<file path="src/rtl/tts_monitor.sv">
// tts_monitor: synchronise, debounce and decode the TTS link, with sticky flags and saturating stats
module tts_monitor #(
    parameter int STABLE_CYCLES = 4,
    parameter int CNT_W         = 16
) (
    input  logic             clk,
    input  logic             reset,
    input  logic [3:0]       tts_in,
    input  logic             clr_stats,
    output logic [2:0]       tts_class,
    output logic             state_change,
    output logic             err_seen,
    output logic             sync_seen,
    output logic             ofw_seen,
    output logic             invalid_seen,
    output logic [CNT_W-1:0] err_count,
    output logic [CNT_W-1:0] sync_count,
    output logic [CNT_W-1:0] not_ready_cycles
);
    localparam int SW = $clog2(STABLE_CYCLES + 1);
    localparam logic [2:0] C_DISC = 3'd0, C_ERR = 3'd1, C_SYNC = 3'd2, C_BUSY = 3'd3,
                           C_OFW = 3'd4, C_READY = 3'd5, C_INV = 3'd6;
    logic [3:0]       s1, s2;
    logic [SW-1:0]    cnt;
    logic [2:0]       acc;
    logic             stable, entry;
    logic [CNT_W-1:0] err_base, sync_base, nr_base, err_n, sync_n, nr_n;
    // decode the synchronised code, detect a new class entry and form saturating counter updates
    always_comb begin
        acc = (s2 == 4'b0000 || s2 == 4'b1111) ? C_DISC :
              (s2 == 4'b1100) ? C_ERR :
              (s2 == 4'b0010) ? C_SYNC :
              (s2 == 4'b0100) ? C_BUSY :
              (s2 == 4'b0001) ? C_OFW :
              (s2 == 4'b1000) ? C_READY : C_INV;
        stable = cnt == SW'(STABLE_CYCLES - 1);
        entry = stable && acc != tts_class;
        err_base = clr_stats ? '0 : err_count;
        sync_base = clr_stats ? '0 : sync_count;
        nr_base = clr_stats ? '0 : not_ready_cycles;
        err_n = err_base + CNT_W'(entry && acc == C_ERR && ~&err_base);
        sync_n = sync_base + CNT_W'(entry && acc == C_SYNC && ~&sync_base);
        nr_n = nr_base + CNT_W'(tts_class != C_READY && ~&nr_base);
    end
    // synchroniser, stability count, accepted class and statistics registers
    always_ff @(posedge clk) begin
        if (reset) begin
            s1 <= '0;
            s2 <= '0;
            cnt <= '0;
            tts_class <= C_DISC;
            state_change <= 1'b0;
            err_seen <= 1'b0;
            sync_seen <= 1'b0;
            ofw_seen <= 1'b0;
            invalid_seen <= 1'b0;
            err_count <= '0;
            sync_count <= '0;
            not_ready_cycles <= '0;
        end else begin
            s1 <= tts_in;
            s2 <= s1;
            cnt <= (s1 != s2) ? '0 : stable ? cnt : cnt + SW'(1);
            tts_class <= entry ? acc : tts_class;
            state_change <= entry;
            err_seen <= (err_seen && !clr_stats) || (entry && acc == C_ERR);
            sync_seen <= (sync_seen && !clr_stats) || (entry && acc == C_SYNC);
            ofw_seen <= (ofw_seen && !clr_stats) || (entry && acc == C_OFW);
            invalid_seen <= (invalid_seen && !clr_stats) || (entry && acc == C_INV);
            err_count <= err_n;
            sync_count <= sync_n;
            not_ready_cycles <= nr_n;
        end
    end
endmodule

</file>
<file path="config.mk">
export PLATFORM = sky130hd
export DESIGN_NAME = tts_monitor
export DESIGN_NICKNAME = d
export VERILOG_FILES = /design/src/rtl/tts_monitor.sv
export SDC_FILE = /design/constraint.sdc
export NUM_CORES = 1
export LEC_CHECK = 0
export BUFFER_PORTS_ARGS = -buffer_cell sky130_fd_sc_hd__buf_2
export CORE_ASPECT_RATIO = 0.5
export CORE_MARGIN = 2
export CORE_UTILIZATION = 40
export CTS_CLUSTER_DIAMETER = 100
export DETAILED_ROUTE_END_ITERATION = 12
export REMOVE_ABC_BUFFERS = 1
export SLEW_MARGIN = 20
export SYNTH_ARGS = -nofsm -noshare
export SYNTH_HDL_FRONTEND = slang
export SYNTH_SLANG_ARGS = --single-unit
</file>
<file path="constraint.sdc">
create_clock -name clk -period 2.9 [get_ports clk]
set_input_delay 0.29 -clock clk [delete_from_list [all_inputs] [get_ports clk]]
set_output_delay 0.29 -clock clk [all_outputs]
set_load 0.02 [all_outputs]
</file>
**After elaboration in Yosys (flattened, before gate mapping)**

Cells that the tools add are included.

- Register bits after elaboration: 67
- Logic and storage cells: 65

- Add/sub/neg operators: 4
- Eq/ne operators: 14
- Mux-type cells: 9
- Reductions and logical operators: 26

Operators with widths:

| cell | number |
|---|---|
| adder 16 x 1 -> 16 bit | 3 |
| two-way mux 16 bit | 3 |
| AND reduction 16 bit | 3 |
| equality test 4 bit (second input constant) | 3 |
| logical AND 1 bit | 12 |
| two-way mux 3 bit | 4 |
| equality test 3 x 2 -> 1 bit (second input constant) | 2 |
| equality test 3 bit (second input constant) | 2 |
| logical OR 1 bit | 5 |
| equality test 4 x 1 -> 1 bit (second input constant) | 1 |
| equality test 4 x 2 -> 1 bit (second input constant) | 1 |
| equality test 4 x 3 -> 1 bit (second input constant) | 1 |
| logical NOT 1 bit | 4 |
| logical NOT 4 bit | 1 |
| two-way mux 2 bit | 2 |
| inequality test 4 bit | 1 |
| adder 3 x 1 -> 3 bit (second input constant) | 1 |
| equality test 3 x 1 -> 1 bit (second input constant) | 1 |
| inequality test 3 bit | 1 |
| inequality test 3 bit (second input constant) | 1 |
| OR reduction 2 bit | 1 |

**Longest topological paths before layout**

- Word-level depth: 12
- Gate-level depth with buffers: 14

**Worst setup path after synthesis**

No wires, ideal clock.

- Path type: reg2reg
- From: register cnt[0]
- To: register err_count[8]
- Data arrival time: 2.550 ns
- Required time: 2.830 ns
- Path slack: 0.280 ns
- Cell stages (with the launch flop): 14
- Clock period less this slack: 2.620 ns
- Path through: dfxtp_1 -> ha_1 -> ha_1 -> clkbuf_1 -> nand2_1 -> mux2_4 -> o21a_1 -> buf_6 -> nor3_1 -> ha_1 -> ha_1 -> nand2_1 -> or3_1 -> a21oi_1

- Cells in the longest elaborated chain, start to end: 5

RTL lines:

| element | line | RTL |
|---|---|---|
| start: declaration | 24 | `logic [SW-1:0] cnt;` |
| start signal: assignment | 63 | `cnt <= (s1 != s2) ? '0 : stable ? cnt : cnt + SW'(1);` |
| equality test 3 x 2 -> 1 bit | 36 | `stable = cnt == SW'(STABLE_CYCLES - 1);` |
| logical AND 1 bit | 37 | `entry = stable && acc != tts_class;` |
| logical AND 1 bit (2 in a row) | 41 | `err_n = err_base + CNT_W'(entry && acc == C_ERR && ~&err_base);` |
| adder 16 x 1 -> 16 bit | 41 |  |
| end signal: assignment | 70 | `err_count <= err_n;` |
| end: declaration | 16 | `output logic [CNT_W-1:0] err_count,` |

No other way between the ends.
A chain may end at the register's enable or synchronous reset.

**Final worst setup path**

- From: register s2[2]
- To: register err_count[8]

- Cells in the longest elaborated chain, start to end: 12

RTL lines:

| element | line | RTL |
|---|---|---|
| start: declaration | 23 | `logic [3:0] s1, s2;` |
| start signal: assignment | 49 | `s2 <= '0;` |
| start signal: assignment | 62 | `s2 <= s1;` |
| equality test 4 bit | 35 | `(s2 == 4'b1000) ? C_READY : C_INV;` |
| two-way mux 2 bit | 35 |  |
| two-way mux 2 bit | 34 | `(s2 == 4'b0001) ? C_OFW :` |
| two-way mux 3 bit | 33 | `(s2 == 4'b0100) ? C_BUSY :` |
| two-way mux 3 bit | 32 | `(s2 == 4'b0010) ? C_SYNC :` |
| two-way mux 3 bit | 31 | `(s2 == 4'b1100) ? C_ERR :` |
| two-way mux 3 bit * | 30 | `acc = (s2 == 4'b0000 \|\| s2 == 4'b1111) ? C_DISC :` |
| inequality test 3 bit | 37 |  |
| logical AND 1 bit | 37 |  |
| logical AND 1 bit * (2 in a row) | 41 |  |
| adder 16 x 1 -> 16 bit * | 41 |  |

Mark *: on every way between the ends. The rest lies on a longest branch, timed or not.

==> results.tsv <==
stage	metric	value	unit
global_route	grt_overflow	0	
yosys	synth-edff-count	0	
routing	drt_pre_antenna_iters	4	
timing	finalHoldViolCount	0	
cells_and_area	nFillCells	710	
timing	worst_pin_slew	0.7526	ns
routing	topRoutingLayerUsed	met4	
yosys	yosys_warnings	0	
routing	viasPerCell	4.919	
critical_path	startpoint_type	flop	
job	maxCapViolCount	0	
global_route	grt_max_degree	39	
cts	clk_path_buf_depth	2	
die	die-height	67.13	um
timing	slew_viol_final	0	
cts	cts_buffers	9	
yosys	post_synth.cell_area_avg	8.711	sq um
die	die_area	8743	sq um
cells_and_area	diodes	0	
timing	tns	0	ns
die	start_util	42.42	%
pwr	combinationalPowerShare	3.3	%
critical_path	crit_cells	10	
critical_path	r2r_setup_slack	0.20	ns
timing	fmax	370.5	MHz
yosys	syn_area	3188	sq um
cells_and_area	nNetsFinal	444	
critical_path	r2r.worst_path.cells	10	
timing	setup_violations	0	
critical_path	slowest_stage	dfxtp_1	
pwr	p_switching	0.0004456	W
critical_path	path_buf_inv	0	
cts	htreeDepth	3	
cts	clk_latency	0.33	ns
routing	detail_route.iter0.violations	158	
critical_path	critical_path_class	flop to flop	
pwr	clkPwrFrac	54.0	%
global_route	grt_pass1_vias	2579	
yosys	async_flop_share	0	%
timing	period_needed	2.699	ns
die	io_pins	63	
cts	cts_tree	done	
timing	period_share	93.07	%
yosys	ys_types	45	
cells_and_area	syn_to_final_growth	23.59	%
timing	fin_skew	0.005819	ns
critical_path	slowest_delay	0.37	ns
pwr	p_per_area	557.6	nW/um^2
global_route	grt_pass1_wl	12030	um
critical_path	crit_required	3.16	ns
timing	rsz0062_at_grt	false	
critical_path	regToRegEndpoint	err_count[8]	
routing	wl_per_cell	13.08	um
routing	wl_met3	392	um
routing	vias	2656	
cells_and_area	final_core_util	52.43	%
global_route	track_usage	17.90	%
critical_path	end_kind	flop	
critical_path	startpoint	s2[2]	
critical_path	critPathTopFamily	simple AND/OR/NAND/NOR gates	
pwr	ir_worst_vdd	0.0002997	V
critical_path	cp-endpoint	err_count[8]	
yosys	synth-main-ff-cell	dfxtp_1	
place	dp_cells	524	
pwr	total_power	0.002197	W
yosys	ys_seq_area_share	42.07	%
cts	post_cts_buffers	0	
global_route	grt_antenna_before_repair	0	
pwr	p_seq_share	42.7	%
critical_path	worstReg2RegStart	s2[2]	
critical_path	worstPathCellList	and4_1 > a211oi_2 > mux2_4 > o21a_1 > nor3_2 > ha_2 > ha_1 > nand2_1 > or3_1 > a21oi_1	
min_path	hold_path.startpoint	tts_in[3]	
cts	clock-root-buffer	clkbuf_16	
place	gp_congestion	0.8144	
cts	path_clk_slew	0.05	ns
yosys	syn-instance-count	366	
cells_and_area	final_cell_count_no_fill	540	
die	die_w	130.3	um
routing	wl	7061	um
routing	routedLengthMet1	3450	um
die	rows	22	
timing	max_slew_margin	49.83	%
place	portBuffers	62	
yosys	synth_top_cell_area_share	42.07	%
pwr	p_int	0.001751	W
run_status	status	finished, final reports clean	
yosys	synth_seq_cells	67	
critical_path	path_max_fanout	8	
critical_path	critPathArrivalTime	2.96	ns
cells_and_area	drive_above_1_share	24.07	%
place	hpwl	5120	um
pwr	p_sw_share	20.28	%
yosys	synth.top_cells.by_area	dfxtp_1 (42%), xnor2_1 (6.0%), nor2_1 (6.0%)	
routing	drc	0	
die	core	7515	sq um
routing	antenna_left	0	
cts	clock-sinks	67	
pwr	leakagePower	1.633	nW
routing	routed-wl-met2	3131	um
min_path	hold_class	primary input to flop	
yosys	yosys.area.top_type	dfxtp_1	
-- cell type report --
| type | instances | area, sq um | share of cell area (%) |
|---|---|---|---|
| multi-input cells | 272 | 1744 | 44.27 |
| flip-flops and latches | 67 | 1344 | 34.11 |
| repair buffers | 68 | 355.3 | 9.019 |
| clock buffers | 11 | 252.7 | 6.415 |
| well taps | 108 | 135.1 | 3.430 |
| clock inverters | 5 | 75.07 | 1.905 |
| inverters | 9 | 33.78 | 0.8574 |
-- power by group through the flow --
stage                     Clock [W]  Combinational (W)  Sequential, W
after floorplan                   0          0.0000351       0.000960
after global placement            0          0.0000705       0.000957
after detailed placement          0          0.0000726       0.000958
after CTS                   0.00122          0.0000727       0.000938
after global routing        0.00125          0.0000813       0.000939
final                       0.00119          0.0000720       0.000938
-- cell usage after synthesis, types with 7 or more instances --
cell,number
nor2b_1,25
dfxtp_1,67
nand2_1,19
nor3_1,10
ha_1,10
xor2_1,17
nand3_1,24
o21ai_0,12
clkbuf_1,10
or3_1,7
inv_1,9
nand2b_1,9
xnor2_1,22
a21oi_1,13
nor2_1,51
nand4_1,10
-- state kept, by name, indices dropped and copies added, names as in the netlist, 3 cells and up --
register          count
s2                    4
tts_class             3
not_ready_cycles     16
sync_count           16
cnt                   3
s1                    4
err_count            16
-- through the flow --
| step | hold slack (ns) | worst slack, ns | instance area [sq um] |
|---|---|---|---|
| detailed placement | 0.4685 | 0.1220 | 3592 |
| floorplan | 0.3591 | 0.3418 | 3102 |
| finish | 0.1692 | 0.2008 | 3940 |
| CTS | 0.1554 | 0.08972 | 3920 |
| global route | 0.1661 | 0.006242 | 3940 |
| global placement | 0.4644 | 0.1756 | 3592 |
-- worst min-delay path by stage --
stage	cells after the start	end	slack, ns
floorplan	1	not_ready_cycles[2]	0.36
global placement	2	invalid_seen	0.46
finish	2	s1[3]	0.17
CTS	2	s1[1]	0.16
detailed placement	2	invalid_seen	0.47
global route	2	s1[1]	0.17
-- worst register-to-register path: stages (launching register included) --
cell and delay [ns]:
dfxtp_1 0.37, and4_1 0.27, a211oi_2 0.24, mux2_4 0.34, o21a_1 0.18, nor3_2 0.20, ha_2 0.24, ha_1 0.21
nand2_1 0.12, or3_1 0.32, a21oi_1 0.14
-- cells by family (layout without fill, tap and decap cells) --
group / Yosys count / after routing / synth area share, %
and+or+nand+nor: 183 / 183 / 30.73
DFF: 67 / 67 / 42.07
xor gates and xnor gates: 39 / 39 / 10.71
AOI/OAI and AO/OA: 36 / 36 / 7.379
buffers and inverters: 27 / 93 / 3.768
adders and majority gates: 10 / 10 / 3.925
muxes: 4 / 4 / 1.413
-- timing repair --
action	in CTS	in global routing
setup endpoints to repair	0	17
resized for setup	0	7
hold buffers	0	0
-- placed cells by master, fill, tap and decap left out, types with 10 or more instances in the layout --
master,synthesis,layout
buf_2,6,62
xnor2_1,22,22
dfxtp_1,67,65
o21ai_0,12,12
xor2_1,17,17
nand2_1,19,19
nand3_1,24,24
nor2_1,51,51
nand4_1,10,10
nor2b_1,25,25
a21oi_1,13,13
-- layer usage --
metal | vias up | track usage [%]
met4 | 0 | 6.855
met1 | 1234 | 21.89
met5 | - | 0
li1 | 1358 | -
met3 | 11 | 6.345
met2 | 53 | 29.32
No activity file was read; power rests on OpenSTA's default activity.
